$ cat src/rtl/radar_roi_scanner_if.sv
// Control/pixel bundle for radar_roi_scanner: window corners, channel tag and
// start request in, registered pixel code and end-of-window flag out.
interface radar_roi_scanner_if;
    logic [5:0]  row_idx1;
    logic [5:0]  col_idx1;
    logic [5:0]  row_idx2;
    logic [5:0]  col_idx2;
    logic [3:0]  channel_num;
    logic        data_start;
    logic        data_end;
    logic [15:0] pixel_out;

    modport master (
        output row_idx1, col_idx1, row_idx2, col_idx2, channel_num, data_start,
        input  data_end, pixel_out
    );

    modport slave (
        input  row_idx1, col_idx1, row_idx2, col_idx2, channel_num, data_start,
        output data_end, pixel_out
    );
endinterface

$ cat src/rtl/radar_roi_scanner.sv
// Region-of-interest raster scanner over a 64x64 frame, one pixel code per clock.
// Define RADAR_ROI_SNAKE_SCAN_EN for serpentine row traversal.
module radar_roi_scanner (
    input  logic                 clk,
    input  logic                 rst_n,
    radar_roi_scanner_if.slave   bus
);

    typedef enum logic {IDLE, SCAN} state_t;

    state_t      state;
    logic [3:0]  ch;
    logic [5:0]  rmin, rmax, cmin, cmax;
    logic [5:0]  row, col;
    logic [15:0] pixel_q;
    logic        end_q;
    logic [5:0]  row_end_col;
    logic        at_row_end;
    logic        at_last;
`ifdef RADAR_ROI_SNAKE_SCAN_EN
    logic        rev;
`endif

    function automatic logic [5:0] min6(input logic [5:0] a, input logic [5:0] b);
        return (a < b) ? a : b;
    endfunction

    function automatic logic [5:0] max6(input logic [5:0] a, input logic [5:0] b);
        return (a < b) ? b : a;
    endfunction

    // The column a row finishes on depends on traversal direction in serpentine mode.
    always_comb begin
`ifdef RADAR_ROI_SNAKE_SCAN_EN
        row_end_col = rev ? cmin : cmax;
`else
        row_end_col = cmax;
`endif
        at_row_end = (col == row_end_col);
        at_last    = at_row_end && (row == rmax);
    end

    always_ff @(posedge clk) begin
        if (rst_n) begin
            state   <= IDLE;
            pixel_q <= '0;
            end_q   <= 1'b0;
            ch      <= '0;
            rmin    <= '0;
            rmax    <= '0;
            cmin    <= '0;
            cmax    <= '0;
            row     <= '0;
            col     <= '0;
`ifdef RADAR_ROI_SNAKE_SCAN_EN
            rev     <= 1'b0;
`endif
        end else begin
            case (state)
                IDLE: begin
                    pixel_q <= '0;
                    end_q   <= 1'b0;
                    if (bus.data_start) begin
                        ch    <= bus.channel_num;
                        rmin  <= min6(bus.row_idx1, bus.row_idx2);
                        rmax  <= max6(bus.row_idx1, bus.row_idx2);
                        cmin  <= min6(bus.col_idx1, bus.col_idx2);
                        cmax  <= max6(bus.col_idx1, bus.col_idx2);
                        row   <= min6(bus.row_idx1, bus.row_idx2);
                        col   <= min6(bus.col_idx1, bus.col_idx2);
`ifdef RADAR_ROI_SNAKE_SCAN_EN
                        rev   <= 1'b0;
`endif
                        state <= SCAN;
                    end
                end
                SCAN: begin
                    pixel_q <= {ch, row, col};
                    end_q   <= at_last;
                    if (at_last) begin
                        state <= IDLE;
                    end else if (at_row_end) begin
                        row <= row + 6'd1;
`ifdef RADAR_ROI_SNAKE_SCAN_EN
                        // Next row starts on the same column, walking the other way.
                        rev <= ~rev;
`else
                        col <= cmin;
`endif
                    end else begin
`ifdef RADAR_ROI_SNAKE_SCAN_EN
                        col <= rev ? (col - 6'd1) : (col + 6'd1);
`else
                        col <= col + 6'd1;
`endif
                    end
                end
                default: state <= IDLE;
            endcase
        end
    end

    assign bus.pixel_out = pixel_q;
    assign bus.data_end  = end_q;

endmodule

$ cat src/flat_wrapper.sv
// flat-port wrapper written by rule: the top's interface ports become plain ports
module radar_roi_scanner_flat 
  (clk, rst_n, bus_row_idx1, bus_col_idx1, bus_row_idx2, bus_col_idx2, bus_channel_num, bus_data_start, bus_data_end, bus_pixel_out);
  radar_roi_scanner_if bus_i ();
  input  logic clk;
  input  logic rst_n;
  input wire logic [$bits(bus_i.row_idx1)-1:0] bus_row_idx1;
  input wire logic [$bits(bus_i.col_idx1)-1:0] bus_col_idx1;
  input wire logic [$bits(bus_i.row_idx2)-1:0] bus_row_idx2;
  input wire logic [$bits(bus_i.col_idx2)-1:0] bus_col_idx2;
  input wire logic [$bits(bus_i.channel_num)-1:0] bus_channel_num;
  input wire logic [$bits(bus_i.data_start)-1:0] bus_data_start;
  output wire logic [$bits(bus_i.data_end)-1:0] bus_data_end;
  output wire logic [$bits(bus_i.pixel_out)-1:0] bus_pixel_out;
  assign bus_i.row_idx1 = bus_row_idx1;
  assign bus_i.col_idx1 = bus_col_idx1;
  assign bus_i.row_idx2 = bus_row_idx2;
  assign bus_i.col_idx2 = bus_col_idx2;
  assign bus_i.channel_num = bus_channel_num;
  assign bus_i.data_start = bus_data_start;
  assign bus_data_end = bus_i.data_end;
  assign bus_pixel_out = bus_i.pixel_out;
  radar_roi_scanner u_core (.clk(clk), .rst_n(rst_n), .bus(bus_i));
endmodule
$ cat config.mk
export PLATFORM = sky130hd
export DESIGN_NAME = radar_roi_scanner_flat
export DESIGN_NICKNAME = d
export VERILOG_FILES = /design/src/rtl/radar_roi_scanner_if.sv /design/src/rtl/radar_roi_scanner.sv /design/src/flat_wrapper.sv
export SDC_FILE = /design/constraint.sdc
export NUM_CORES = 1
export LEC_CHECK = 0
export CAP_MARGIN = 20
export CORE_AREA = 2 2 73 75
export CTS_BUF_LIST = sky130_fd_sc_hd__clkbuf_4 sky130_fd_sc_hd__clkbuf_8
export DETAILED_ROUTE_END_ITERATION = 8
export DIE_AREA = 0 0 75 77
export PLACE_DENSITY = 0.85
export SYNTH_ARGS = -nofsm -noshare
export SYNTH_HDL_FRONTEND = slang
export SYNTH_SLANG_ARGS = --single-unit
$ cat constraint.sdc
create_clock -name clk -period 1.98 [get_ports clk]
set_input_delay 0.198 -clock clk [delete_from_list [all_inputs] [get_ports clk]]
set_output_delay 0.198 -clock clk [all_outputs]
set_load 0.005 [all_outputs]
==> results of run 1 <==
## registers in the layout, summed over array words and instances (netlist names)
signal and flops:
u_core.bus.pixel_out 16, u_core.cmax 6, u_core.cmin 6, u_core.col 6, u_core.rmax 6, u_core.row 6
u_core.ch 4, u_core.bus.data_end 1, u_core.state 1
## logic make-up (layout without fill, tap and decap cells)
logic type               Yosys count  count (layout)
AND/OR/NAND/NOR                  101             101
AO/OA/AOI/OAI                     71              71
flip-flops                        52              52
buffers and inverters             27             114
XOR/XNOR                          17              17
multiplexers                      17              17
adder cells (fa/ha/maj)           12              12
## path summary, 6_finish.rpt
path              cells past startpoint       endpoint             from
hold reg to reg                       2   u_core.ch[2]     u_core.ch[2]
setup reg to reg                      6  u_core.row[0]    u_core.col[2]
hold / removal                        3  u_core.row[4]  bus_row_idx2[4]
setup / recovery                      6  u_core.row[0]    u_core.col[2]
## Yosys cell counts (3+ instances only)
cell,instances
sky130_fd_sc_hd__and3_1,3
sky130_fd_sc_hd__clkbuf_1,13
sky130_fd_sc_hd__a31oi_1,4
sky130_fd_sc_hd__nor2_1,38
sky130_fd_sc_hd__xnor2_1,5
sky130_fd_sc_hd__mux2_2,4
sky130_fd_sc_hd__nand3_1,6
sky130_fd_sc_hd__a21oi_1,24
sky130_fd_sc_hd__mux2i_1,13
sky130_fd_sc_hd__o21ai_0,4
sky130_fd_sc_hd__nand4_1,3
sky130_fd_sc_hd__xor2_1,12
sky130_fd_sc_hd__and2_1,14
sky130_fd_sc_hd__inv_1,13
sky130_fd_sc_hd__o21a_1,5
sky130_fd_sc_hd__ha_1,12
sky130_fd_sc_hd__nor3_1,5
sky130_fd_sc_hd__a21o_1,3
sky130_fd_sc_hd__dfxtp_1,52
sky130_fd_sc_hd__nand2_1,18
sky130_fd_sc_hd__a211oi_1,19
## layout make-up
type	instances	share of cell area, %
clock buffer	7	2.49
tap	70	2.26
clock inverter	1	0.776
sequential	52	27.1
inverter	13	1.26
timing repair buffer	93	22.6
multi-input combinational	218	43.5
## worst max-delay path, delay by kind of cell (launching register included)
family          cells  cell delay (ns)
simple gates        3             0.75
compound gates      2             0.40
flops               1             0.38
xor+xnor            1             0.33
## timing repair
action / in CTS / in global routing
hold buffers: 0 / 0
pin swaps: 9 / 11
endpoints found under the setup margin: 11 / 22
setup buffers: 6 / 2
gates resized for setup: 22 / 40
## power breakdown
part / leakage [nW] / total [W] / switching [W] / internal (W)
sequential: 0.428 / 0.00120 / 0.0000750 / 0.00112
combinational: 1.25 / 0.000810 / 0.000404 / 0.000406
clock: 0.0645 / 0.000774 / 0.000329 / 0.000446
total: 1.74 / 0.00278 / 0.000808 / 0.00197
## stage by stage
stage	std cells	worst slack, ns	hold slack (ns)	TNS (ns)
after floorplan	297	0.214	0.334	0
after global placement	438	-0.409	0.436	-6.35
after detailed placement	438	-0.524	0.440	-8.70
after CTS	452	-0.00323	0.453	-0.00323
after global routing	454	-0.0596	0.330	-0.269
final	454	0.0442	0.311	0
## routing by layer
| layer | vias to the layer above | share of wire [%] | GRT usage (%) |
|---|---|---|---|
| met5 | - | 0 | 0 |
| met4 | 0 | 3.2 | 10.9 |
| met3 | 26 | 6.7 | 4.60 |
| met2 | 128 | 50 | 41.1 |
| met1 | 1239 | 40 | 30.4 |
| li1 | 1219 | - | - |
==> results summary, run 1 <==
The timing-limited maximum frequency is 517 MHz. The die span in x came out at 75 µm. Dividing the detail-routed wire length by the instance count gives 16.6 µm.

In the layout the commonest cells are sky130_fd_sc_hd__dfxtp_1, sky130_fd_sc_hd__buf_4, sky130_fd_sc_hd__nor2_1. Of the cells placed in the final design, the portion with a size suffix greater than 1 is 26.0%. Once detail routing completed, the nets flagged for antenna violations numbered 0.

The area fraction of the dominant cell type after synthesis is 39.4%. The die extent in y is 77 µm. The number of fill cells is 317. The diode insertion count for antenna repair came out at 0. The slowest stage of the critical path belongs to the cell sky130_fd_sc_hd__dfxtp_1. The number of rows in the core area came out at 26. Of the post-synthesis cell area, the part taken by muxes is 6.62%. The routed design has 7.52 mm of wire.

Dividing the detail-routed via count by the number of cells gives 5.75. The post-synthesis share of cell area spent on and, or, nand and nor gates is 19.3%. The type of the worst min-delay path is in2reg. The global routing usage summed across all routing layers is 24.7%.

The fraction of the yosys area taken by sequential cells came out at 39.4%. The clock tree synthesis step divided the H-tree into 2 levels. The library cell used most frequently in the layout, excluding fill and tap cells, is sky130_fd_sc_hd__dfxtp_1. The first-pass GRT wire length is 11.0 mm. The root buffer cell is sky130_fd_sc_hd__clkbuf_8.

Headroom to the max-slew limit came out at 58.9%. Ranked by total cell area, the synthesized netlist is headed by sky130_fd_sc_hd__dfxtp_1, sky130_fd_sc_hd__ha_1, sky130_fd_sc_hd__a211oi_1. The end-of-flow core utilization is 77.7%. Data on the critical path is required at its endpoint by 2.22 ns.

For this run, the slowest stage of the critical path takes 0.38 ns. Clock tree synthesis found a total of 52 sinks. The count of input and output buffers is 47.

The die area came out at 5780 µm². The number of endpoints failing setup at the final stage is 0. After synthesis, the mean cell area works out to 8.91 µm².

The final-report hold violation count is 0. For this run the aggregate overflow at the end of global routing stands at 0. The Yosys step of the flow raised 0 warnings. Summing the areas of all compound-gate instances in the mapped netlist gives 19.6% of the synthesized area. The worst setup path is captured at a flop. TritonCTS built the clock tree. The worst-skew pair later-pin latency came out at 0.30 ns. No sink is reached through more buffers than the 2 on the longest clock path.

The most used flip-flop cell after synthesis is sky130_fd_sc_hd__dfxtp_1. The distinct cell type count after synthesis is 43. The number of antenna violations at the first check in global routing is 0.

The first-iteration detailed-routing DRC count is 142. The total power draw is 0.00278 W. The core box area came out at 4980 µm². The adder-cell area share of the yosys netlist came out at 5.68%.

The post-synth net total is 340. The HPWL after detailed placement is 4.53 mm. The worst setup path is launched from a flop.

Relative to the synthesized area, the layout overhead comes to 46.2%. The critical path goes through xnor2_1, and3_1, nand2_2, a21bo_4, or3_4, a21oi_2. The share of flip-flops with an asynchronous set or reset came out at 0%.

The clock transition at the register clock pins on the worst setup and hold paths after CTS came out at 0.09 ns. The routability congestion estimate from global placement is 0.806. Dividing total power by cell area gives a power density of 719 nW/µm². The worst setup path is of the reg2reg kind.

The flow ran to the end, and the final reports show no timing, DRC or antenna violations. The placed instances occupy a cell area of 3440 µm². Entering global routing, the biggest net connects 22 pins.

The worst endpoint data arrival time came out at 2.17 ns. The post-layout instance area came out at 3870 µm². The length of the first detailed-routing pass in iterations came out at 4.

Of all cell types, the one taking the most synthesized area is sky130_fd_sc_hd__dfxtp_1. The flip-flop and latch count after synthesis came out at 52. The number of flops mapped to enable cells by yosys came out at 0. The xor and xnor area share after synthesis came out at 5.63%.

Summing all flip-flop and latch instances after layout gives 1050 µm². The period utilization came out at 97.8%. The transition time at the pin with the least slew margin came out at 0.614 ns. Across all layers, the routed design uses 2612 vias.

The post-layout minimum cycle time is 1.94 ns. 48 I/O pins were placed. The initial utilization of the core area, before any placement, comes to 53.1%.

Setup repair after global routing could not meet its margin everywhere. The number of buffers created by CTS is 5. The number of global-route vias before repair is 2298.

Of all nets on the critical path, the largest fanout is 7. The layout net count is 426. On the final layout, the worst clock skew is 0.00952 ns. In the final layout, the multi-input gates occupy 1680 µm². The worst-case IR drop observed on VDD is 357 µV. The register-to-register setup slack came out at 0.04 ns. The synthesized netlist occupies a cell area of 2650 µm². The DRC violation count after routing came out at 0. The leakage power is 1.74 nW. Across the run, the number of max-cap violations was 0.

The total count of max-transition violations in the final report came out at 0. The dominant combinational cell family by area after synthesis is compound AO/OA/AOI/OAI gates. In the synthesized netlist, the number of instances is 297.
Note: power is estimated with default switching activity, not from simulation.
==> inputs of run 2 (changes only) <==
--- a/config.mk
+++ b/config.mk
@@ -6,11 +6,13 @@
 export NUM_CORES = 1
 export LEC_CHECK = 0
 export CAP_MARGIN = 20
-export CORE_AREA = 2 2 73 75
+export CELL_PAD_IN_SITES_DETAIL_PLACEMENT = 0
+export CELL_PAD_IN_SITES_GLOBAL_PLACEMENT = 1
+export CORE_AREA = 2 2 84 86
 export CTS_BUF_LIST = sky130_fd_sc_hd__clkbuf_4 sky130_fd_sc_hd__clkbuf_8
 export DETAILED_ROUTE_END_ITERATION = 8
-export DIE_AREA = 0 0 75 77
-export PLACE_DENSITY = 0.85
+export DIE_AREA = 0 0 86 88
+export PLACE_DENSITY = 0.84
 export SYNTH_ARGS = -nofsm -noshare
 export SYNTH_HDL_FRONTEND = slang
 export SYNTH_SLANG_ARGS = --single-unit
==> run 2 against run 1 <==
Net effect: clock skew decreased by 0.0069 ns; clock power increased by 0.9%; sequential power about the same; sequential share of layout area decreased by 0.86 points; register-to-register slack improved by 0.04 ns; power decreased by 0.68%; final area increased by 2.7%; combinational power decreased by 0.5%; global-route usage decreased by 8.8 points; critical path type unchanged; largest cell class unchanged.
==> results summary, run 2 (synthesis results as in run 1) <==
The largest net degree at the start of global routing is 22 (unchanged). The maximum clock insertion buffer count came out at 2 (unchanged). The number of hold buffers added after cts is 0 (unchanged). The internal power contribution is 0.00200 W (was 0.00197 W). The power share of the sequential group came out at 42.6% (was 43.0%). The cell count of the worst hold path is 3 (unchanged).

The count of input and output buffers came to 47 (unchanged). The diode insertion count for antenna repair came out at 0 (unchanged). The hold path startpoint is bus_row_idx2[3] (was bus_row_idx2[4]). The first-pass GRT wire length is 9.73 mm (was 11.0 mm).

The total via count after detailed routing is 2381 (was 2612). The worst endpoint data arrival time came to 2.10 ns (was 2.17 ns). The least setup slack across all paths after layout is 0.0884 ns (was 0.0442 ns).

The max-slew headroom at the worst pin came to 74.3% (was 58.9%). The number of max-cap violations came out at 0 (unchanged). The routability congestion estimate from global placement came out at 0.783 (was 0.806). The die area came to 7570 µm² (was 5780 µm²). The number of rows in the core area came out at 30 (was 26). The clock transition at the register clock pins on the worst setup and hold paths after CTS is 0.09 ns (about the same). The classification of the worst setup path is reg2reg (unchanged). The number of antenna violations at the first check in global routing is 0 (unchanged).

The combinational group share of total power came out at 29.2% (was 29.1%). The global routing usage summed across all routing layers came out at 16.0% (was 24.7%). The die span in x came out at 86 µm (was 75 µm).

The layout net count came to 434 (was 426). The final worst clock skew is 0.00265 ns (was 0.00952 ns). The worst-skew pair later-pin latency came out at 0.30 ns (about the same).

The fraction of power consumed by the clock network is 28.3% (was 27.8%). The flip-flop count of the largest register, all copies and words added is 16 (unchanged). The post-detailed-route wirelength per cell is 13.0 µm (was 16.6 µm). The period utilization is 95.5% (was 97.8%). The type of the worst min-delay path is in2reg (unchanged). The total net switching power came out at 0.000765 W (was 0.000808 W). The worst slack after detailed placement was -0.409 ns (was -0.524 ns). The switching portion of total power is 27.7% (was 29.0%). The number of buffers created by CTS is 5 (unchanged). The average via count per standard cell is 5.04 (was 5.75). The number of global-route vias before repair came out at 2158 (was 2298).

The worst-case vdd ir drop is 344 µV (was 357 µV). The final-report hold violation count came out at 0 (unchanged). The DRC violation count after routing came out at 0 (unchanged). Status: complete, no violations (unchanged).

The routed wire length came out at 6.14 mm (was 7.52 mm). The CTS tree is done (unchanged). Unrepaired setup endpoints after global routing: false (was true).

The number of endpoints failing setup at the final stage came out at 0 (unchanged). The HPWL reported at the end of detailed placement is 4.60 mm (was 4.53 mm). The length of the first detailed-routing pass in iterations is 4 (unchanged). The transition time at the pin with the least slew margin is 0.385 ns (was 0.614 ns).

The kind of launch point of the worst setup path is a flop (unchanged). The number of clock sinks came to 52 (unchanged). The number of top-level design ports came out at 48 (unchanged). Most frequent cells in the layout: sky130_fd_sc_hd__dfxtp_1, sky130_fd_sc_hd__buf_4, sky130_fd_sc_hd__nor2_1 (unchanged). The effective utilization at floorplan came to 39.8% (was 53.1%). The required time at the worst-slack endpoint came to 2.18 ns (was 2.22 ns). The end point of the most critical hold path is u_core.row[3] (was u_core.row[4]). The largest driver fanout on the critical path is 7 (unchanged). The worst reg-to-reg path cell count came to 6 (unchanged). The number of antenna-violating nets in the routed design came out at 0 (unchanged). The die extent in y is 88 µm (was 77 µm).

The end-of-flow core utilization is 59.8% (was 77.7%). The total count of max-transition violations in the final report came to 0 (unchanged). The root buffer cell is sky130_fd_sc_hd__clkbuf_8 (unchanged). The endpoint class of the critical path is a flop (unchanged). The power density over the cells is 696 nW/µm² (was 719 nW/µm²). The core box area came to 6640 µm² (was 4980 µm²). The leakage power is 1.78 nW (was 1.74 nW). The area added between synthesis and finish is 50.1% (was 46.2%). The deepest level of the CTS H-tree is 2 (unchanged). The first-iteration detailed-routing DRC count is 109 (was 142). The share of post-route cells with drive strength above 1 came out at 25.8% (was 26.0%).

The register-to-register setup slack is 0.09 ns (was 0.04 ns). The most common cell after layout, fill and taps aside is sky130_fd_sc_hd__dfxtp_1 (unchanged). The timing-limited maximum frequency is 529 MHz (was 517 MHz). The remaining global-route overflow is 0 (unchanged).

The beginning of the worst register-to-register path is u_core.cmax[1] (was u_core.col[2]). The post-layout minimum cycle time came out at 1.89 ns (was 1.94 ns). The reg-to-reg critical path endpoint is u_core.col[1] (was u_core.row[0]).
run 2: how the worst max path moves through the flow:
stage,from,depth (start not counted),to
after global placement,bus_col_idx2[3],9,u_core.col[2]
final,u_core.cmax[1],6,u_core.col[1]
after floorplan,bus_row_idx2[5],8,u_core.row[3]
after detailed placement,bus_col_idx2[3],9,u_core.col[2]
after CTS,bus_col_idx2[3],9,u_core.col[4]
after global routing,u_core.cmax[1],6,u_core.col[5]
run 2: routing by layer:
metal	vias up	share of wire, %	GRT usage, %
met4	0	0.98	4.76
li1	1241	-	-
met5	-	0	0
met1	1081	47	20.9
met3	4	3.9	2.73
met2	55	48	27.0
run 2: power by group through the flow:
stage	logic [W]	clock network (W)	registers, W
final	0.000806	0.000781	0.00118
after global routing	0.000881	0.000841	0.00118
after CTS	0.000719	0.000803	0.00118
after detailed placement	0.000697	0	0.00120
after global placement	0.000686	0	0.00120
after floorplan	0.000404	0	0.00120
run 2: metrics by stage:
stage	power [W]	cells	TNS (ns)	area [µm²]	hold WS [ns]
3_3_place_gp	0.00188	458	-5.09	3560	0.436
5_1_grt	0.00291	472	0	3970	0.359
2_1_floorplan	0.00160	297	0	2650	0.334
3_5_place_dp	0.00190	458	-6.67	3560	0.439
6_report	0.00276	472	0	3970	0.324
4_1_cts	0.00270	468	-0.225	3720	0.437
run 2: final cells by class:
class,count,area (µm²)
fillers,571,2670
clock buffers,7,96.3
multi-input cells,218,1680
clock inverters,1,30.0
repair buffers,101,977
inverters,13,48.8
well taps,80,100
flip-flops and latches,52,1040
run 2: repair_timing:
action,CTS,global route
pin swaps,2,11
buffers inserted,2,3
hold endpoints to repair,0,0
endpoints found under the setup margin,5,17
cloned,0,1
resized for setup,5,45
run 2: worst max-delay path: stages, from the launching register on:
cell and delay (ns):
sky130_fd_sc_hd__dfxtp_1 0.33, sky130_fd_sc_hd__xor2_1 0.18, sky130_fd_sc_hd__nor4_4 0.42, sky130_fd_sc_hd__nand4_1 0.21
sky130_fd_sc_hd__o21a_1 0.24, sky130_fd_sc_hd__nor2b_1 0.19, sky130_fd_sc_hd__a31o_2 0.22
